### config.mk
export PLATFORM = sky130hd
export DESIGN_NAME = tiger_regfile
export DESIGN_NICKNAME = d
export VERILOG_FILES = /design/src/rtl/tiger_defines.sv /design/src/rtl/tiger_regbank.sv /design/src/rtl/tiger_regfile.sv
export SDC_FILE = /design/constraint.sdc
export NUM_CORES = 2
export LEC_CHECK = 0
export CAP_MARGIN = 20
export CELL_PAD_IN_SITES_DETAIL_PLACEMENT = 0
export CELL_PAD_IN_SITES_GLOBAL_PLACEMENT = 1
export CORE_MARGIN = 2
export CORE_UTILIZATION = 37
export CTS_BUF_LIST = sky130_fd_sc_hd__clkbuf_4 sky130_fd_sc_hd__clkbuf_8
export DETAILED_ROUTE_END_ITERATION = 8
export MAX_ROUTING_LAYER = met4
export PLACE_DENSITY = 0.62
export SYNTH_ARGS = -nofsm -noshare
export SYNTH_HDL_FRONTEND = slang
export SYNTH_SLANG_ARGS = --single-unit
### constraint.sdc
create_clock -name clk -period 3.7 [get_ports clk]
set_clock_uncertainty 0.2 [all_clocks]
set_input_delay 0.555 -clock clk [delete_from_list [all_inputs] [get_ports clk]]
set_output_delay 0.555 -clock clk [all_outputs]
set_load 0.01 [all_outputs]
### src/rtl/tiger_defines.sv
// Shared definitions for the tiger register file: register-number width, bank depth and FSM states.
`ifndef REGNUM_WIDTH
`define REGNUM_WIDTH 5
`endif

package tiger_defines;
  localparam int REGNUM_W     = `REGNUM_WIDTH;
  localparam int NUM_REGS_DEF = 32;
  localparam int DATA_W       = 32;

  typedef enum logic {
    RF_CLEAR = 1'b0,
    RF_RUN   = 1'b1
  } rf_state_t;
endpackage

### src/rtl/tiger_regbank.sv
// Single-write, N-read register bank; write commits on the rising edge, reads are combinational.
// With ZERO_REG set, entry 0 ignores writes and always reads as zero.
module tiger_regbank import tiger_defines::*; #(
  parameter int DEPTH    = NUM_REGS_DEF,
  parameter int AW       = REGNUM_W,
  parameter int DW       = DATA_W,
  parameter int NR       = 2,
  parameter bit ZERO_REG = 1'b0
) (
  input  logic                   clk,
  input  logic                   we,
  input  logic [AW-1:0]          waddr,
  input  logic [DW-1:0]          wdata,
  input  logic [NR-1:0][AW-1:0]  raddr,
  output logic [NR-1:0][DW-1:0]  rdata
);

  logic [DW-1:0] mem [DEPTH];

  always_ff @(posedge clk) begin
    if (we && !(ZERO_REG && waddr == '0)) begin
      mem[waddr] <= wdata;
    end
  end

  always_comb begin
    rdata = '0;
    for (int i = 0; i < NR; i++) begin
      if (ZERO_REG && raddr[i] == '0) rdata[i] = '0;
      else                            rdata[i] = mem[raddr[i]];
    end
  end

endmodule

### src/rtl/tiger_regfile.sv
// GPR + coprocessor register file with a post-reset clear sequencer; reads are registered (1 cycle), stall holds outputs.
// TIGER_REGFILE_BYPASS_EN selects write-through on same-edge read/write collisions.
module tiger_regfile import tiger_defines::*; #(
  parameter int                NUM_REGS    = NUM_REGS_DEF,
  parameter logic [DATA_W-1:0] CLEAR_VALUE = 32'h0
) (
  input  logic                clk,
  input  logic                reset,
  input  logic                stall,
  input  logic [REGNUM_W-1:0] readRegNumA,
  input  logic [REGNUM_W-1:0] readRegNumB,
  input  logic [REGNUM_W-1:0] readCopNum,
  input  logic                writeRegEn,
  input  logic                writeRegEnCop,
  input  logic [REGNUM_W-1:0] writeRegNum,
  input  logic [DATA_W-1:0]   writeRegData,
  output logic [DATA_W-1:0]   regDataA,
  output logic [DATA_W-1:0]   regDataB,
  output logic [DATA_W-1:0]   copData,
  output logic                initBusy
);

  rf_state_t           state, state_nxt;
  logic [REGNUM_W-1:0] clear_idx;
  logic                clearing;

  logic                gpr_we, cop_we;
  logic [REGNUM_W-1:0] bank_waddr;
  logic [DATA_W-1:0]   bank_wdata;

  logic [1:0][DATA_W-1:0] gpr_rd;
  logic [0:0][DATA_W-1:0] cop_rd;
  logic [DATA_W-1:0]      rd_a, rd_b, rd_c;

  assign clearing = (state == RF_CLEAR);
  assign initBusy = clearing;

  always_comb begin
    state_nxt = state;
    if (clearing && clear_idx == REGNUM_W'(NUM_REGS - 1)) begin
      state_nxt = RF_RUN;
    end
  end

  // The clear sequencer owns both write ports; the writeback port is ignored until RUN.
  always_comb begin
    gpr_we     = 1'b0;
    cop_we     = 1'b0;
    bank_waddr = writeRegNum;
    bank_wdata = writeRegData;
    if (clearing) begin
      gpr_we     = 1'b1;
      cop_we     = 1'b1;
      bank_waddr = clear_idx;
      bank_wdata = CLEAR_VALUE;
    end else if (!reset) begin
      gpr_we = writeRegEn;
      cop_we = writeRegEnCop;
    end
  end

  tiger_regbank #(
    .DEPTH(NUM_REGS), .AW(REGNUM_W), .DW(DATA_W), .NR(2), .ZERO_REG(1'b1)
  ) u_gpr (
    .clk   (clk),
    .we    (gpr_we),
    .waddr (bank_waddr),
    .wdata (bank_wdata),
    .raddr ({readRegNumB, readRegNumA}),
    .rdata (gpr_rd)
  );

  tiger_regbank #(
    .DEPTH(NUM_REGS), .AW(REGNUM_W), .DW(DATA_W), .NR(1), .ZERO_REG(1'b0)
  ) u_cop (
    .clk   (clk),
    .we    (cop_we),
    .waddr (bank_waddr),
    .wdata (bank_wdata),
    .raddr (readCopNum),
    .rdata (cop_rd)
  );

`ifdef TIGER_REGFILE_BYPASS_EN
  always_comb begin
    rd_a = gpr_rd[0];
    rd_b = gpr_rd[1];
    rd_c = cop_rd[0];
    if (writeRegEn && writeRegNum == readRegNumA && readRegNumA != '0) rd_a = writeRegData;
    if (writeRegEn && writeRegNum == readRegNumB && readRegNumB != '0) rd_b = writeRegData;
    if (writeRegEnCop && writeRegNum == readCopNum)                    rd_c = writeRegData;
  end
`else
  // Colliding reads see pre-write contents; the hazard unit covers the gap with a stall.
  assign rd_a = gpr_rd[0];
  assign rd_b = gpr_rd[1];
  assign rd_c = cop_rd[0];
`endif

  always_ff @(posedge clk) begin
    if (reset) begin
      state     <= RF_CLEAR;
      clear_idx <= '0;
      regDataA  <= '0;
      regDataB  <= '0;
      copData   <= '0;
    end else begin
      state <= state_nxt;
      if (clearing) begin
        clear_idx <= clear_idx + 1'b1;
        regDataA  <= '0;
        regDataB  <= '0;
        copData   <= '0;
      end else if (!stall) begin
        regDataA <= rd_a;
        regDataB <= rd_b;
        copData  <= rd_c;
      end
    end
  end

endmodule

### After elaboration in Yosys (flattened, before gate mapping)

Memory sizes are Yosys's and may differ from the RTL's. A register that Yosys moved wholly into a read port is not among the register bits.
Index checks and enable logic that the tools add are counted.

* register bits: 70
* RAM bits: 2048
* bits of input ports: 57
* output and inout port bits: 97
* word-level logic and storage cells: 29
* memories kept: 2

Memories
* u_cop.mem: words 32, width 32, read ports 1, clocked after memory_dff 1, write ports 1, RTL line tiger_regbank.sv:18 `logic [DW-1:0] mem [DEPTH];`
* u_gpr.mem: words 32, width 32, read ports 2, clocked after memory_dff 0, write ports 1, RTL line tiger_regbank.sv:18

* $add $sub $neg: 1
* eq/ne operators: 1
* mux-type cells: 12
* bitwise gates (word level): 1
* reductions and logical operators: 8

Operator list (count)
* 32-bit 2-to-1 mux: 3
* 5-bit zero test: 3
* 1-bit 2-to-1 mux: 8
* 5-bit by 1-bit adder with 5-bit output (second input constant): 1
* 5-bit equality test (second input constant): 1
* 5-bit 2-to-1 mux: 1
* 1-bit logical AND: 2
* 1-bit zero test: 2
* 2-bit OR reduction: 1
* 1-bit NOT: 1

### Depth between registers and ports, before layout

* depth in word-level cells: 6
* mapped depth: 9
* gate-level depth less buffers: 5

### By module

Synthesis repeated with hierarchy kept, for this count alone.

* cell total of the unflattened synthesis: 5174
* area, all modules: 91746.7 sq um

Modules (own cells, without submodules)
* tiger_regbank at u_gpr: times used 1, cells each 2564, area an instance 47904.7 sq um, seq. area each 30749.5 sq um
* tiger_regbank at u_cop: times used 1, cells each 2228, area an instance 39844.5 sq um, seq. area each 30749.5 sq um
* tiger_regfile: times used 1, cells each 382, area an instance 3997.6 sq um, seq. area each 2042.0 sq um

### Worst setup path after synthesis

OpenSTA, ideal clock, no wires.

* kind: input port to flip-flop
* start point: input reset
* end point: memory u_gpr.mem[1][0] in the netlist's numbering, enable pin
* library setup time: 0.421 ns
* data arrival time: 2.850 ns
* path slack: 0.229 ns
* stages on the path: 6
* path buffers: 2
* cell sequence: clkbuf_1 nor2b_1 clkbuf_1 a31o_2 nand3_1 nor2_1

* cells in the longest elaborated chain, start to end: 5

RTL lines
* start, declared: RTL line tiger_regfile.sv:8 `input logic reset,`
* 1-bit 2-to-1 mux: RTL line tiger_regfile.sv:56 `end else if (!reset) begin`
* 1-bit 2-to-1 mux: RTL line tiger_regfile.sv:51 `if (clearing) begin`
* 1-bit logical AND: RTL line tiger_regbank.sv:21 `if (we && !(ZERO_REG && waddr == '0)) begin`
* 1-bit 2-to-1 mux: RTL line tiger_regbank.sv:21
* 1-bit 2-to-1 mux (not written as such): RTL line tiger_regbank.sv:22 `mem[waddr] <= wdata;`
* end, declared: RTL line tiger_regbank.sv:18

No other way between the ends.

### Worst setup path after layout

* start point: register regDataB[16]
* end point: output regDataB[16]

RTL lines
* start, declared: RTL line tiger_regfile.sv:18 `output logic [DATA_W-1:0] regDataB,`
* start signal, assigned: RTL line tiger_regfile.sv:116 `regDataB <= rd_b;`

No word-level cell between the ends.

==> metrics.md <==
| Metric | Value |
|---|---|
| WL/cell | `around 32 um` |
| Most common cell after layout, fill and taps aside | `edfxtp_1` |
| Final hold violation count | `0` |
| Combinational family with the most area after synthesis | `multiplexers` |
| Mapped cell area | `between 0.08 and 0.09 mm^2` |
| Core Box Area | `around 0.24 mm^2` |
| Overall routing resource usage | `0.2192` |
| Bufs and invs on worst path | `1` |
| Vias | `~48,000` |
| First-pass GRT wire length | `371,600 um` |
| Slew @ Worst Pin | `between 1 and 1.5 ns` |
| H-tree Lvls | `5` |
| Fillers | `~20,000` |
| Maximum vdd ir drop | `between 0.3 and 0.4 mV` |
| Synth Instances | `4,206` |
| Layout cells sized above 1 | `0.3753` |
| Vias per cell | `a little under 6` |
| Yosys warning count | `0` |
| Most used DFF post-synth | `edfxtp_1` |
| Area leader, netlist | `edfxtp_1` |
| Normalized max-slew margin | `0.2729` |
| GPL Wtd Cong | `about 0.8` |
| Post-DRT Antenna Nets | `0` |
| Top cells by area, synth | `edfxtp_1, mux4_2, dfxtp_1` |
| Crit path kind | `reg2out` |
| CP required | `just under 3 ns` |
| Setup slack at placement | `0.2390 ns` |
| Hold WC Path Type | `in2reg` |
| LEAKAGE | `about 33 nW` |
| Number of synthesized register bits | `about 2,200` |
| Setup violators final | `0` |
| Die width | `about 500 um` |
| Maximum buffer depth of the clock tree | `4` |
| CTS Buf Count | `372` |
| Slowest CP cell | `dfxtp_1` |
| Final wirelength | `between 200,000 and 300,000 um` |
| Clock latency on the worst-skew pair | `about 1.1 ns` |
| Multiplexer area fraction after synthesis | `0.2243` |
| Min Tclk post-route | `3.100 ns` |
| Top-area cell type share of the netlist area | `0.6864` |
| Complex-gate fraction of the synthesized area | `0.03093` |
| Post-synth ARST share | `0` |
| # rows | `180` |
| F_max | `roughly 320 MHz` |
| Nets | `slightly below 5,000` |
| EDFF count, synth | `roughly 2,000` |
| Fin crit share | `0.8378` |
| Initial antenna violation count | `13` |
| Fin. max-slew vios | `0` |
| GRT overflow | `0` |
| Post-Synth Adder-Cell Area | `0.0002793` |
| Min Hold Slack | `around 0.093 ns` |
| Power Density | `484.0 mW/mm^2` |
| CTS tree | `yes` |
| Largest net degree at the start of global routing | `65` |
| Area growth syn-to-layout | `17.79%` |
| Crit Path Max Fanout | `2` |
| Root buf cell | `clkbuf_8` |
| CP endpoint kind | `primary output` |
| Initial core utilization | `0.3721` |
| Clock Sinks | `around 2,200` |
| XOR/XNOR Fraction of Synth Area | `0.0001955` |
| Sequential fraction of the synthesis area | `0.7092` |
| Synth Area per Inst | `roughly 21 um^2` |
| Most frequent cells in the layout | `edfxtp_1, mux4_2, clkbuf_8, mux2i_1, buf_4` |
| Port buffer count | `between 150 and 200` |
| Synth unique cells | `between 40 and 50` |
| Critical Path AT | `between 2 and 2.5 ns` |
| Clk slew on worst S/H paths | `roughly 0.060 ns` |
| Crit path max-delay family | `flip-flops` |
| Drt drc | `0` |
| Critical path startpoint category | `flip-flop` |
| Outcome | `completed` |
| Final worst slack | `0.6001 ns` |
| RSZ-0062 raised after global routing | `no` |
| 1st-pass router iterations | `5` |
| Final setup TNS | `0 ns` |
| Maxcap violations | `0` |
| Worst path max stage delay | `about 0.65 ns` |
| CP Cell Sequence | `clkdlybuf4s50_1` |
| Simple-gate share of the synthesized area | `0.01804` |
| Vias in the first global route | `about 49,000` |
| Top-level I/O count | `154` |
| Drt initial violations | `between 4,000 and 5,000` |
| Dpl hpwl | `around 150,000 um` |
| Die H | `496.1 um` |
| Full die area | `around 0.25 mm^2` |
==> per-stage QoR <==
step | power [W] | utilization | cells | area [um^2]
floorplan | 0.02891 | - | 4237 | 89710
global placement | 0.02998 | 0.4073 | 7578 | 98050
detailed placement | 0.02999 | 0.4074 | 7579 | 98080
CTS | 0.05153 | 0.4382 | 8245 | 105500
global route | 0.05269 | 0.4383 | 8250 | 105500
finish | 0.05108 | 0.4384 | 8259 | 105500
==> timing repair <==
action	in CTS	in global routing
buffers inserted	0	0
endpoints found under the hold margin	22	0
hold buffers	6	0
resized for setup	0	0
==> Yosys cell counts, types with 2 or more instances <==
cell type	count
and2_1	33
nand3_1	41
a211oi_1	64
nor2_1	73
mux4_2	735
a2111oi_0	53
ha_1	2
edfxtp_1	2048
nor3b_1	2
o31ai_1	32
o21ai_1	4
o221ai_1	33
a22oi_1	33
nor2b_1	39
nand2b_1	44
a221oi_1	19
o22ai_1	53
or3_1	2
o21ai_0	4
buf_6	22
dfxtp_1	102
a22o_1	53
mux2_2	139
inv_1	4
buf_2	75
nand3b_1	2
and3_1	2
clkbuf_1	143
buf_4	36
mux2i_1	198
nand2_1	78
nor3_1	3
and4_1	2
buf_1	18
==> power breakdown <==
| part | internal [W] | total (W) | switching, W |
|---|---|---|---|
| clock network | 0.0121 | 0.0216 | 0.00955 |
| registers | 0.0265 | 0.0266 | 0.0000714 |
| logic | 0.00134 | 0.00289 | 0.00156 |
| total | 0.0399 | 0.0511 | 0.0112 |
==> per-layer routing <==
layer | up-vias | GRT usage | share of wire
li1 | 19301 | - | -
met1 | 25941 | 0.2906 | 0.41
met2 | 2040 | 0.3498 | 0.49
met3 | 501 | 0.03219 | 0.064
met4 | 0 | 0.07017 | 0.032
met5 | - | - | 0
==> area by class of cell <==
cell class                      count  area (um^2)  area share
Antenna cell                       14        35.03   0.0003320
Clock buffer                      547         6634     0.06286
Clock inverter                    113        726.9    0.006888
Inverter                            6        22.52   0.0002134
Multi-Input combinational cell   1787        25240      0.2392
Sequential cell                  2150        63540      0.6021
Tap cell                         3185         3985     0.03776
Timing Repair Buffer              457         5351     0.05071
==> registers in the layout, summed over array words and instances (netlist names) <==
signal     cells
copData       32
state          1
regDataB      32
u_cop.mem   1024
regDataA      32
clear_idx      5
u_gpr.mem   1024
==> final timing paths <==
path            startpoint          endpoint  slack [ns]  depth (start not counted)
max reg2reg          state  u_cop.mem[8][17]        0.69                          5
min reg2reg   regDataB[20]      regDataB[20]        0.27                          2
min          readCopNum[2]       copData[12]        0.09                          4
max           regDataB[16]      regDataB[16]        0.60                          1
==> logic make-up after synthesis <==
logic type	after synthesis
flops	2150
mux	1072
compound gates	354
simple gates	325
buf+inv	300
fa+ha+maj	2
xor+xnor	2
other cells	1
Power figures use the tool's default switching activity.
